$ cat config.mk
export PLATFORM = sky130hd
export DESIGN_NAME = ex_stage
export DESIGN_NICKNAME = d
export VERILOG_FILES = /design/src/rtl/ex_stage_pkg.sv /design/src/rtl/ex_stage_div_unit.sv /design/src/rtl/ex_stage.sv
export SDC_FILE = /design/constraint.sdc
export NUM_CORES = 1
export LEC_CHECK = 0
export BUFFER_PORTS_ARGS = -buffer_cell sky130_fd_sc_hd__clkbuf_2
export CAP_MARGIN = 15
export CORE_ASPECT_RATIO = 0.9
export CORE_MARGIN = 2
export CORE_UTILIZATION = 35
export DETAILED_ROUTE_END_ITERATION = 8
export PLACE_DENSITY = 0.62
export RECOVER_POWER = 100
export SYNTH_ARGS = -nofsm -noshare
export SYNTH_HDL_FRONTEND = slang
export SYNTH_SLANG_ARGS = --single-unit
$ cat constraint.sdc
create_clock -name clk -period 7.1 [get_ports clk]
set_input_delay 1.065 -clock clk [delete_from_list [all_inputs] [get_ports clk]]
set_output_delay 1.065 -clock clk [all_outputs]
set_load 0.01 [all_outputs]
$ cat src/rtl/ex_stage_pkg.sv
// Shared encodings for the execute stage: operation codes, result classes,
// divider states and pipeline control constants.
package ex_stage_pkg;

  localparam logic [7:0] AluOpNop  = 8'b0000_0000;
  localparam logic [7:0] AluOpAnd  = 8'b0010_0100;
  localparam logic [7:0] AluOpOr   = 8'b0010_0101;
  localparam logic [7:0] AluOpXor  = 8'b0010_0110;
  localparam logic [7:0] AluOpNor  = 8'b0010_0111;
  localparam logic [7:0] AluOpSll  = 8'b0111_1100;
  localparam logic [7:0] AluOpSrl  = 8'b0000_0010;
  localparam logic [7:0] AluOpSra  = 8'b0000_0011;
  localparam logic [7:0] AluOpSlt  = 8'b0010_1010;
  localparam logic [7:0] AluOpSltu = 8'b0010_1011;
  localparam logic [7:0] AluOpAddu = 8'b0010_0001;
  localparam logic [7:0] AluOpSubu = 8'b0010_0011;
  localparam logic [7:0] AluOpMfhi = 8'b0001_0000;
  localparam logic [7:0] AluOpMthi = 8'b0001_0001;
  localparam logic [7:0] AluOpMflo = 8'b0001_0010;
  localparam logic [7:0] AluOpMtlo = 8'b0001_0011;
  localparam logic [7:0] AluOpDiv  = 8'b0001_1010;
  localparam logic [7:0] AluOpDivu = 8'b0001_1011;

  localparam logic [2:0] AluSelNop        = 3'b000;
  localparam logic [2:0] AluSelLogic      = 3'b001;
  localparam logic [2:0] AluSelShift      = 3'b010;
  localparam logic [2:0] AluSelMove       = 3'b011;
  localparam logic [2:0] AluSelArith      = 3'b100;
  localparam logic [2:0] AluSelJumpBranch = 3'b110;

  localparam logic       Stop         = 1'b1;
  localparam logic       NoStop       = 1'b0;
  localparam logic       WriteEnable  = 1'b1;
  localparam logic       WriteDisable = 1'b0;
  localparam logic [4:0] NOPRegAddr   = 5'b00000;

  typedef enum logic [1:0] {
    DivFree   = 2'b00,
    DivByZero = 2'b01,
    DivOn     = 2'b10,
    DivEnd    = 2'b11
  } div_state_e;

endpackage

$ cat src/rtl/ex_stage_div_unit.sv
// Multi-cycle restoring divider: one quotient bit per cycle on magnitudes,
// sign fixup applied to the held result. result = {remainder, quotient}.
module ex_stage_div_unit
  import ex_stage_pkg::*;
#(
  parameter int unsigned DIV_CYCLES = 32
) (
  input  logic        clk,
  input  logic        rst,
  input  logic        start,
  input  logic        signed_div,
  input  logic [31:0] opdata1,
  input  logic [31:0] opdata2,
  input  logic        annul,
  output logic [63:0] result,
  output logic        ready
);

  div_state_e  r_state, w_state_d;
  logic [5:0]  r_cnt, w_cnt_d;
  logic [31:0] r_rem, w_rem_d;
  logic [31:0] r_quo, w_quo_d;
  logic [31:0] r_div, w_div_d;
  logic        r_neg_q, w_neg_q_d;
  logic        r_neg_r, w_neg_r_d;

  logic [32:0] w_shift;
  logic [32:0] w_diff;
  logic [31:0] w_quo_fix;
  logic [31:0] w_rem_fix;

  // Quotient bits shift out of the top of r_quo into the partial remainder.
  assign w_shift = {r_rem, r_quo[31]};
  assign w_diff  = w_shift - {1'b0, r_div};

  always_comb begin
    w_state_d = r_state;
    w_cnt_d   = r_cnt;
    w_rem_d   = r_rem;
    w_quo_d   = r_quo;
    w_div_d   = r_div;
    w_neg_q_d = r_neg_q;
    w_neg_r_d = r_neg_r;
    unique case (r_state)
      DivFree: begin
        if (start && !annul) begin
          w_neg_q_d = signed_div & (opdata1[31] ^ opdata2[31]);
          w_neg_r_d = signed_div & opdata1[31];
          w_cnt_d   = '0;
          w_rem_d   = '0;
          w_quo_d   = (signed_div && opdata1[31]) ? (~opdata1 + 32'd1) : opdata1;
          w_div_d   = (signed_div && opdata2[31]) ? (~opdata2 + 32'd1) : opdata2;
          w_state_d = (opdata2 == '0) ? DivByZero : DivOn;
        end
      end
      DivByZero: begin
        if (annul) begin
          w_state_d = DivFree;
        end else begin
          w_quo_d   = '0;
          w_rem_d   = '0;
          w_state_d = DivEnd;
        end
      end
      DivOn: begin
        if (annul) begin
          w_state_d = DivFree;
        end else begin
          if (!w_diff[32]) begin
            w_rem_d = w_diff[31:0];
            w_quo_d = {r_quo[30:0], 1'b1};
          end else begin
            w_rem_d = w_shift[31:0];
            w_quo_d = {r_quo[30:0], 1'b0};
          end
          w_cnt_d = r_cnt + 6'd1;
          if (r_cnt == 6'(DIV_CYCLES - 1)) begin
            w_state_d = DivEnd;
          end
        end
      end
      DivEnd: begin
        if (annul || !start) begin
          w_state_d = DivFree;
        end
      end
    endcase
  end

  always_ff @(posedge clk) begin
    if (rst) begin
      r_state <= DivFree;
      r_cnt   <= '0;
      r_rem   <= '0;
      r_quo   <= '0;
      r_div   <= '0;
      r_neg_q <= 1'b0;
      r_neg_r <= 1'b0;
    end else begin
      r_state <= w_state_d;
      r_cnt   <= w_cnt_d;
      r_rem   <= w_rem_d;
      r_quo   <= w_quo_d;
      r_div   <= w_div_d;
      r_neg_q <= w_neg_q_d;
      r_neg_r <= w_neg_r_d;
    end
  end

  assign w_quo_fix = r_neg_q ? (~r_quo + 32'd1) : r_quo;
  assign w_rem_fix = r_neg_r ? (~r_rem + 32'd1) : r_rem;
  assign result    = {w_rem_fix, w_quo_fix};
  assign ready     = (r_state == DivEnd);

endmodule

$ cat src/rtl/ex_stage.sv
// Execute stage: combinational ALU results, HI/LO registers and the
// stall-generating multi-cycle divider.
module ex_stage
  import ex_stage_pkg::*;
#(
  parameter int unsigned DIV_CYCLES = 32
) (
  input  logic        clk,
  input  logic        rst,
  input  logic [5:0]  stall,
  input  logic [7:0]  aluop_i,
  input  logic [2:0]  alusel_i,
  input  logic [31:0] reg1_i,
  input  logic [31:0] reg2_i,
  input  logic [4:0]  wd_i,
  input  logic        wreg_i,
  input  logic [31:0] link_address_i,
  input  logic        is_in_delayslot_i,
  input  logic [31:0] inst_i,
  output logic [4:0]  wd_o,
  output logic        wreg_o,
  output logic [31:0] wdata_o,
  output logic        is_in_delayslot_o,
  output logic [31:0] inst_o,
  output logic        stallreq_o,
  output logic [31:0] hi_o,
  output logic [31:0] lo_o
);

  logic [31:0] r_hi, r_lo;
  logic [31:0] w_logic, w_shift, w_arith, w_move;
  logic        w_is_div, w_div_start, w_div_ready, w_no_stop;
  logic [63:0] w_div_result;
  logic        w_unused_stall;

  assign w_unused_stall = ^{stall[5:4], stall[2:0]};
  assign w_no_stop      = (stall[3] == NoStop);
  assign w_is_div       = (aluop_i == AluOpDiv) || (aluop_i == AluOpDivu);
  // Dropping start in END (when the stage may advance) returns the divider to FREE.
  assign w_div_start    = w_is_div & ~(w_div_ready & w_no_stop);

  ex_stage_div_unit #(
    .DIV_CYCLES(DIV_CYCLES)
  ) u_div_unit (
    .clk       (clk),
    .rst       (rst),
    .start     (w_div_start),
    .signed_div(aluop_i == AluOpDiv),
    .opdata1   (reg1_i),
    .opdata2   (reg2_i),
    .annul     (~w_is_div),
    .result    (w_div_result),
    .ready     (w_div_ready)
  );

  always_comb begin
    w_logic = '0;
    w_shift = '0;
    w_arith = '0;
    w_move  = '0;
    case (aluop_i)
      AluOpOr:   w_logic = reg1_i | reg2_i;
      AluOpAnd:  w_logic = reg1_i & reg2_i;
      AluOpXor:  w_logic = reg1_i ^ reg2_i;
      AluOpNor:  w_logic = ~(reg1_i | reg2_i);
      AluOpSll:  w_shift = reg2_i << reg1_i[4:0];
      AluOpSrl:  w_shift = reg2_i >> reg1_i[4:0];
      AluOpSra:  w_shift = $signed(reg2_i) >>> reg1_i[4:0];
      AluOpAddu: w_arith = reg1_i + reg2_i;
      AluOpSubu: w_arith = reg1_i - reg2_i;
      AluOpSlt:  w_arith = ($signed(reg1_i) < $signed(reg2_i)) ? 32'd1 : 32'd0;
      AluOpSltu: w_arith = (reg1_i < reg2_i) ? 32'd1 : 32'd0;
      AluOpMfhi: w_move  = r_hi;
      AluOpMflo: w_move  = r_lo;
      default: ;
    endcase
  end

  always_comb begin
    wd_o              = wd_i;
    wreg_o            = wreg_i;
    wdata_o           = '0;
    is_in_delayslot_o = is_in_delayslot_i;
    inst_o            = inst_i;
    stallreq_o        = w_is_div & ~w_div_ready;
    case (alusel_i)
      AluSelLogic:      wdata_o = w_logic;
      AluSelShift:      wdata_o = w_shift;
      AluSelMove:       wdata_o = w_move;
      AluSelArith:      wdata_o = w_arith;
      AluSelJumpBranch: wdata_o = link_address_i;
      default:          wreg_o  = WriteDisable;
    endcase
    if (aluop_i == AluOpMthi || aluop_i == AluOpMtlo) begin
      wreg_o = WriteDisable;
    end
    if (rst) begin
      wd_o              = NOPRegAddr;
      wreg_o            = WriteDisable;
      wdata_o           = '0;
      is_in_delayslot_o = 1'b0;
      inst_o            = '0;
      stallreq_o        = 1'b0;
    end
  end

  always_ff @(posedge clk) begin
    if (rst) begin
      r_hi <= '0;
      r_lo <= '0;
    end else if (w_no_stop) begin
      if (w_is_div && w_div_ready) begin
        r_hi <= w_div_result[63:32];
        r_lo <= w_div_result[31:0];
      end else if (aluop_i == AluOpMthi) begin
        r_hi <= reg1_i;
      end else if (aluop_i == AluOpMtlo) begin
        r_lo <= reg1_i;
      end
    end
  end

  assign hi_o = r_hi;
  assign lo_o = r_lo;

endmodule
# Word level (Yosys, flattened, before mapping)
# Index checks and enable logic that the tools add are counted.
classes:
  add_sub_neg: 8
  order_cmp: 2
  eq_ne: 32
  shifts: 3
  n_mux: 43
  bitwise_logic: 18
  n_reduce_logical: 21
ops:
  columns: ["operator", "n"]
  rows:
  - ["$mux 32", 17]
  - ["$pmux 32 s3", 3]
  - ["$pmux 32 s4", 2]
  - ["$not 32->32", 5]
  - ["$pmux 32 s5", 1]
  - ["$add 32x1->32 const B", 4]
  - ["$eq 8x6->1 const B", 8]
  - ["$lt 32x32->1", 2]
  - ["$pmux 32 s2", 1]
  - ["$eq 8x5->1 const B", 6]
  - ["$sub 33x32->33", 1]
  - ["$add 32x32->32", 1]
  - ["$and 32x32->32", 1]
  - ["$logic_not 32->1", 1]
  - ["$or 32x32->32", 1]
  - ["$shl 32x5->32", 1]
  - ["$shr 32x5->32", 1]
  - ["$sshr 32x5->32", 1]
  - ["$sub 32x32->32", 1]
  - ["$xor 32x32->32", 1]
  - ["$eq 8x2->1 const B", 2]
  - ["$mux 2", 6]
  - ["$mux 6", 2]
  - ["$pmux 6 s2", 1]
  - ["other kinds (27)", 57]
totals:
  ff_bits: 170
  out_inout_bits: 136

# Depth between registers and ports, before layout
# Gate-level depths: netlist of run 1.
depth:
  word_depth: 8
  depth_mapped: 18
  mapped_depth_nobuf: 14

# Hierarchy
# A second synthesis of run 1 with hierarchy kept.
hier_totals:
  hier_cells: 3015
  hier_area_um2: 21745.9
modules_own_cells:
  columns: ["module", "n_inst", "cells_each", "area_per_inst_um2"]
  rows:
  - ["ex_stage", 1, 1829, 12917.4]
  - ["ex_stage_div_unit", 1, 1186, 8828.5]

# Worst setup path after synthesis of run 1
# Ideal clock, no wire load.
synth_timing:
  path_kind: "input to output"
  from: "input port reg1_i[2]"
  to: "output port wdata_o[27]"
  t_arrival_ns: 4.416
  required_time_ns: 6.035
  setup_slack_ns: 1.619
  cell_stages: 15
  cell_sequence: "clkbuf_1 clkinv_1 buf_1 buf_1 ha_1 nor3_1 a32oi_1 nand2_1 a221oi_2 o31ai_1 a311oi_1 o31ai_1 a31oi_1 a2111o_1 o31a_1"
synth_between:
  elab_chain_len: 4
synth_rtl:
  columns: ["element", "line_no", "text"]
  rows:
  - ["start, declared", "ex_stage.sv:13", "input logic [31:0] reg1_i,"]
  - ["$sub 32x32->32, or another cell as far along", "ex_stage.sv:70", "AluOpSubu: w_arith = reg1_i - reg2_i;"]
  - ["$pmux 32 s4 / $pmux 32 s3 (equally long branches)", "ex_stage.sv:61", "case (aluop_i)"]
  - ["$pmux 32 s5 *", "ex_stage.sv:86", "case (alusel_i)"]
  - ["$mux 32 *", "ex_stage.sv:97", "if (rst) begin"]
  - ["end, declared", "ex_stage.sv:22", "output logic [31:0] wdata_o,"]
# Mark *: on every way between the ends. The rest lies on a longest branch, timed or not.

# Worst setup path after layout of run 1
layout_timing:
  from: "input port reg2_i[1]"
  to: "output port wdata_o[27]"
layout_between:
  elab_chain_len: 4
layout_rtl:
  columns: ["element", "line_no", "text"]
  rows:
  - ["start, declared", "ex_stage.sv:14", "input logic [31:0] reg2_i,"]
  - ["$sub 32x32->32, or another cell as far along", "ex_stage.sv:70", null]
  - ["$pmux 32 s4 / $pmux 32 s3 (equally long branches)", "ex_stage.sv:61", null]
  - ["$pmux 32 s5 *", "ex_stage.sv:86", null]
  - ["$mux 32 *", "ex_stage.sv:97", null]
# Marks and branches as above.

==> qor.yml, run 1 <==
route:
  drc: 0
  vias: 24582
  drt-total-wl_um: 100000
  ant_nets: 0
  drtIter0Drc: 3875
  firstDrtPassIters: 9
  routedWlPerCell_um: 25.5
  vias_per_cell: 6.28
pwr:
  power_leakage_nw: 9.07
  cellPowerDensity_nw_per_um2: 156
  p_int_mw: 2.05
  p_switching_mw: 1.60
  p_clk_share_pct: 25.4
  irDropWorstVdd_uv: 169
  seq_power_share_pct: 29.8
  comb_power_share_pct: 44.8
  switching_share_pct: 43.7
sta:
  finalCritPeriodShare_pct: 92.3
  setup_tns_ns: 0
  slew_viol_final: 113
  fin_crit_ns: 6.55
  finalHoldViolCount: 0
  fmax_mhz: 153
  setup_viol: 0
  tightest_slew_ns: 3.62
  grt_setup_unrepaired: "false"
  slew_headroom_pct: -141
  finClkSkew_ns: 0.0121
layout:
  fin_nets: 3414
  fill_cells: 6502
  drive_above_1_share_pct: 9.72
  final_area_um2: 23400
  areaGrowthSynthToFinish_pct: 11.2
critical_path:
  cp_common_cell: "o31ai_1"
  worst-path-max-fanout: 9
  cp_slowest_cell: "o31ai_1"
  crit_path_end_kind: "output port"
  path_cells: "clkbuf_1, inv_1, ha_1, o21bai_1, a32oi_1, nand2_1, a221oi_1, o31ai_1, a311oi_1, o31ai_1, a31oi_1, a2111o_1, o31a_1, clkbuf_2"
  cp_slowest_stage_delay_ns: 0.87
  arrival_ns: 5.49
  critical_path_class: "input pin to output port"
  required_ns: 6.03
  crit_path_start_kind: "input pin"
synth:
  syn-num-nets: 3285
  synth_seq_cells: 170
  synth_top_area_share_pct: 16.2
  synth_edf_count: 0
  synth.area.top_cells: "dfxtp_1 16%, ha_1 8.4%, a21oi_1 6.8%, nor2_1 6.5%, mux2i_1 6.0%"
  synth-seq-area-share_pct: 16.2
  async_reset_ff_share_pct: 0
  synth_most_common_cell: "nor2_1"
  ys.flop_type: "dfxtp_1"
  syn_area_um2: 21000
  synthDistinctLibCells: 88
  netlist_instances: 2987
  synthTopCellsByCount: "363 x nor2_1, 284 x a21oi_1, 247 x o21ai_0"
  syn_avg_cell_area_um2: 7.04
  ys_warn_count: 0
  yosysTopAreaCell: "dfxtp_1"
cts:
  post_cts_buffers: 0
  clockRootBuffer: "clkbuf_16"
  cts_resized: 0
  cts.sinks: 170
  clk_pin_slew_worst_paths_ns: 0.06
  cts_hold_buf: 0
  cts_tree: "built"
  cts.path.max_buffers: 2
  numCtsBuffers: 17
  clock_latency_ns: 0.45
  htree_levels: 4
place:
  dp_hpwl_um: 78400
  gp_congestion: 1.09
  numPortBuffers: 284
  place_area_um2: 23000
floorplan:
  ioPinCount: 290
  rows: 85
  die-area_um2: 62000
  chipWidth_um: 262
  core_area_um2: 59600
  start_util_pct: 35.3
  chipHeight_um: 236
job:
  cap_viol_max_count: 2
global_routing:
  grt_max_degree: 72
  track_usage_pct: 30.5
  grt.overflow.total: 0
  antenna_found_initial: 5
  grt_pass1_vias: 21516
  grt_pass1_wl_um: 145000
hold_path:
  hold_class: "flop to flop"
run_status:
  violations: "max-capacitance violations, max-slew violations"
  status: "complete, but fails checks"
path summary, 6_finish.rpt:
check / to / slack, ns / startpoint / cells past startpoint
min: u_div_unit.r_div[0]$_SDFFE_PP0P_ / 0.48 / u_div_unit.r_div[0]$_SDFFE_PP0P_ / 2
max reg2reg: u_div_unit.r_rem[29]$_SDFFE_PP0P_ / 2.18 / u_div_unit.r_state[0]$_SDFFE_PP0P_ / 9
max: wdata_o[27] / 0.55 / reg2_i[1] / 14
min reg2reg: u_div_unit.r_div[0]$_SDFFE_PP0P_ / 0.48 / u_div_unit.r_div[0]$_SDFFE_PP0P_ / 2
per-layer routing:
metal	part of all wire, %	global-route usage (%)	vias to the layer above
li1	-	-	11139
met1	43	44.6	11645
met2	40	42.4	1611
met3	13	8.15	181
met4	3.6	10.6	6
met5	0.033	0	-
registers in the layout, summed over array words and instances, names as in the netlist, 2 cells and up:
signal / flops
hi_o: 32
lo_o: 32
u_div_unit.r_cnt: 6
u_div_unit.r_div: 32
u_div_unit.r_quo: 32
u_div_unit.r_rem: 32
u_div_unit.r_state: 2
metrics by stage:
stage | total power, mW | util [%] | hold WS, ns | std cells | setup slack [ns]
after floorplan | 2.17 | - | 0.432 | 2987 | 1.62
final | 3.65 | 39.3 | 0.478 | 3914 | 0.550
after global placement | 2.68 | 38.7 | 0.460 | 3880 | 1.12
after global routing | 3.81 | 39.3 | 0.494 | 3914 | 0.328
after detailed placement | 2.68 | 38.7 | 0.463 | 3880 | 1.03
after CTS | 3.60 | 39.6 | 0.476 | 3912 | 1.05
kinds of logic after synthesis:
kind of cell / count (synthesis) / share of synthesized area [%]
AO/OA/AOI/OAI: 1043 / 32.0
XOR/XNOR: 162 / 6.79
adder cells (fa/ha/maj): 144 / 8.68
buffers and inverters: 408 / 7.46
flip-flops: 170 / 16.2
multiplexers: 158 / 9.32
AND/OR/NAND/NOR: 902 / 19.5
cells in the final DEF (no fill, tap or decap), types with 24 or more instances in the layout:
cell type / count
nor2_1: 362
a21oi_1: 284
o21ai_0: 248
nand2_1: 228
inv_1: 176
dfxtp_1: 170
clkbuf_2: 151
ha_1: 141
clkbuf_1: 138
mux2i_1: 126
xnor2_1: 101
a211oi_1: 90
nor3_1: 61
xor2_1: 60
nand3_1: 56
buf_4: 51
a31oi_1: 48
nor2b_1: 46
o31ai_1: 42
o211ai_1: 37
a21o_1: 37
mux4_2: 30
a22oi_1: 28
or3_1: 24
critical path: cells and delay by family:
family | cells | cell delay [ns]
AOI/OAI and AO/OA | 9 | 3.17
buffers and inverters | 3 | 0.77
adders and majority gates | 1 | 0.37
and+or+nand+nor | 1 | 0.11
power groups by stage:
stage | registers [mW] | clock network [mW] | logic, mW
after global placement | 1.10 | 0 | 1.58
after CTS | 1.08 | 0.931 | 1.58
after global routing | 1.09 | 0.968 | 1.75
after detailed placement | 1.10 | 0 | 1.58
after floorplan | 1.08 | 0 | 1.09
final | 1.09 | 0.927 | 1.64
cell type report:
| type | instances | area, um2 | share of cell area [%] |
|---|---|---|---|
| clock buffer | 20 | 457 | 1.95 |
| multi-input combinational | 2409 | 16100 | 68.8 |
| inverter | 179 | 672 | 2.87 |
| sequential | 170 | 3400 | 14.6 |
| clock inverter | 12 | 115 | 0.492 |
| timing repair buffer | 339 | 1650 | 7.07 |
| tap | 783 | 980 | 4.19 |
| antenna | 2 | 5.00 | 0.0214 |
Power figures use the tool's default switching activity.
==> run 2: changes to the inputs <==
--- a/config.mk
+++ b/config.mk
@@ -8,10 +8,10 @@
 export BUFFER_PORTS_ARGS = -buffer_cell sky130_fd_sc_hd__clkbuf_2
 export CAP_MARGIN = 15
 export CORE_ASPECT_RATIO = 0.9
-export CORE_MARGIN = 2
+export CORE_MARGIN = 5
 export CORE_UTILIZATION = 35
 export DETAILED_ROUTE_END_ITERATION = 8
-export PLACE_DENSITY = 0.62
+export PLACE_DENSITY = 0.5
 export RECOVER_POWER = 100
 export SYNTH_ARGS = -nofsm -noshare
 export SYNTH_HDL_FRONTEND = slang
==> qor.yml, run 2 (synthesis gave the netlist of run 1 again) <==
sta:
  setup_tns_ns: 0
  setup_viol: 0
  finalHoldViolCount: 0
  tightest_slew_ns: 3.39
  finalCritPeriodShare_pct: 90.4
  slew_viol_final: 173
  fmax_mhz: 156
  fin_crit_ns: 6.42
  setup_ws_ns: 0.680
  slew_headroom_pct: -126
  grt_setup_unrepaired: "false"
  finClkSkew_ns: 0.0268
  timing.hold.ws_ns: 0.467
critical_path:
  reg2reg_setup_slack_ns: 2.39
  worst-path-max-fanout: 9
  critical_path_class: "input pin to output port"
  crit_path_start_kind: "input pin"
  startpoint: "reg2_i[1]"
  crit_path_end_kind: "output port"
  required_ns: 6.03
  reg2reg_from: "u_div_unit.r_state[0]$_SDFFE_PP0P_"
  arrival_ns: 5.35
global_routing:
  antenna_found_initial: 6
  grt_pass1_wl_um: 160000
  grt_max_degree: 81
  grt_pass1_vias: 22549
  grt.overflow.total: 0
  track_usage_pct: 33.0
cts:
  htree_levels: 4
  clockRootBuffer: "clkbuf_16"
  post_cts_buffers: 0
  cts.path.max_buffers: 2
  cts_tree: "built"
  cts.sinks: 170
  cts_hold_buf: 0
  clock_latency_ns: 0.51
  cts_resized: 0
  clk_pin_slew_worst_paths_ns: 0.08
  numCtsBuffers: 17
layout:
  drive_above_1_share_pct: 10.0
  seqCellArea_um2: 3400
  fin_nets: 3422
  multiInputGateArea_um2: 16100
  final_area_um2: 23500
  layout_common_cells: "361 x nor2_1, 284 x a21oi_1, 248 x o21ai_0"
  stdcell_count: 3921
  fill_cells: 6505
  layout_commonest_cell: "nor2_1"
  areaGrowthSynthToFinish_pct: 11.8
  final_util_pct: 39.4
floorplan:
  chipHeight_um: 242
  ioPinCount: 290
  start_util_pct: 35.2
  die-area_um2: 65100
  core_area_um2: 59700
  rows: 85
  chipWidth_um: 268
route:
  drtIter0Drc: 3187
  firstDrtPassIters: 7
  ant_nets: 0
  vias: 24478
  drt-total-wl_um: 113000
  drc: 0
  vias_per_cell: 6.24
  routedWlPerCell_um: 28.8
pwr:
  irDropWorstVdd_uv: 146
  power_leakage_nw: 9.13
  cellPowerDensity_nw_per_um2: 160
  p_total_mw: 3.76
hold_path:
  hold_class: "flop to flop"
  hold_start: "u_div_unit.r_div[25]$_SDFFE_PP0P_"
run_status:
  violations: "max-capacitance violations, max-slew violations"
  status: "complete, but fails checks"
place:
  dp_hpwl_um: 89900
  place_area_um2: 23100
  numPortBuffers: 284
  post-place-cells: 3888
  gp_congestion: 0.985
  place_ws_ns: 0.923
job:
  cap_viol_max_count: 3
-- run 2: cell count changes in the layout (fill, tap and decap cells not counted), sizes merged --
cell	previous run	this run
buf	51	58
inv	180	186
clkbuf	308	306
clkinvlp	2	0
bufinv	1	0
diode	2	1
-- run 2: per-layer routing --
layer  track usage, %  part of all wire [%]  up-vias
met5                0                 0.025        -
met4             11.9                   4.1        4
li1                 -                     -    11187
met2             49.3                    43     1276
met1             46.2                    43    11869
met3             8.02                    10      142
-- run 2: cell type report --
type / instances / area share (%)
multi-input combinational: 2409 / 68.5
sequential: 170 / 14.5
timing repair buffer: 347 / 7.28
tap: 783 / 4.17
inverter: 179 / 2.86
clock buffer: 17 / 1.81
clock inverter: 15 / 0.878
antenna: 1 / 0.0106
-- run 2: path summary, 6_finish.rpt --
kind / endpoint / depth (start not counted)
setup reg to reg: lo_o[3]$_SDFFE_PP0P_ / 8
hold reg to reg: u_div_unit.r_div[25]$_SDFFE_PP0P_ / 2
setup / recovery: wdata_o[27] / 14
hold / removal: u_div_unit.r_div[25]$_SDFFE_PP0P_ / 2
-- run 2: critical path, stage by stage --
cell	delay, ns
clkbuf_1	0.45
inv_1	0.30
ha_1	0.39
o21bai_1	0.23
a32oi_1	0.17
nand2_1	0.12
a221oi_1	0.15
o31ai_1	0.59
a311oi_1	0.24
o31ai_1	0.68
a31oi_1	0.28
a2111o_1	0.45
o31a_1	0.11
clkbuf_1	0.13
-- run 2: report_power, final --
part | switching [mW] | total [mW] | leakage (nW) | internal, mW
registers | 0.0769 | 1.08 | 1.37 | 1.01
logic | 1.11 | 1.65 | 7.46 | 0.544
clock network | 0.534 | 1.02 | 0.304 | 0.489
total | 1.72 | 3.76 | 9.13 | 2.04
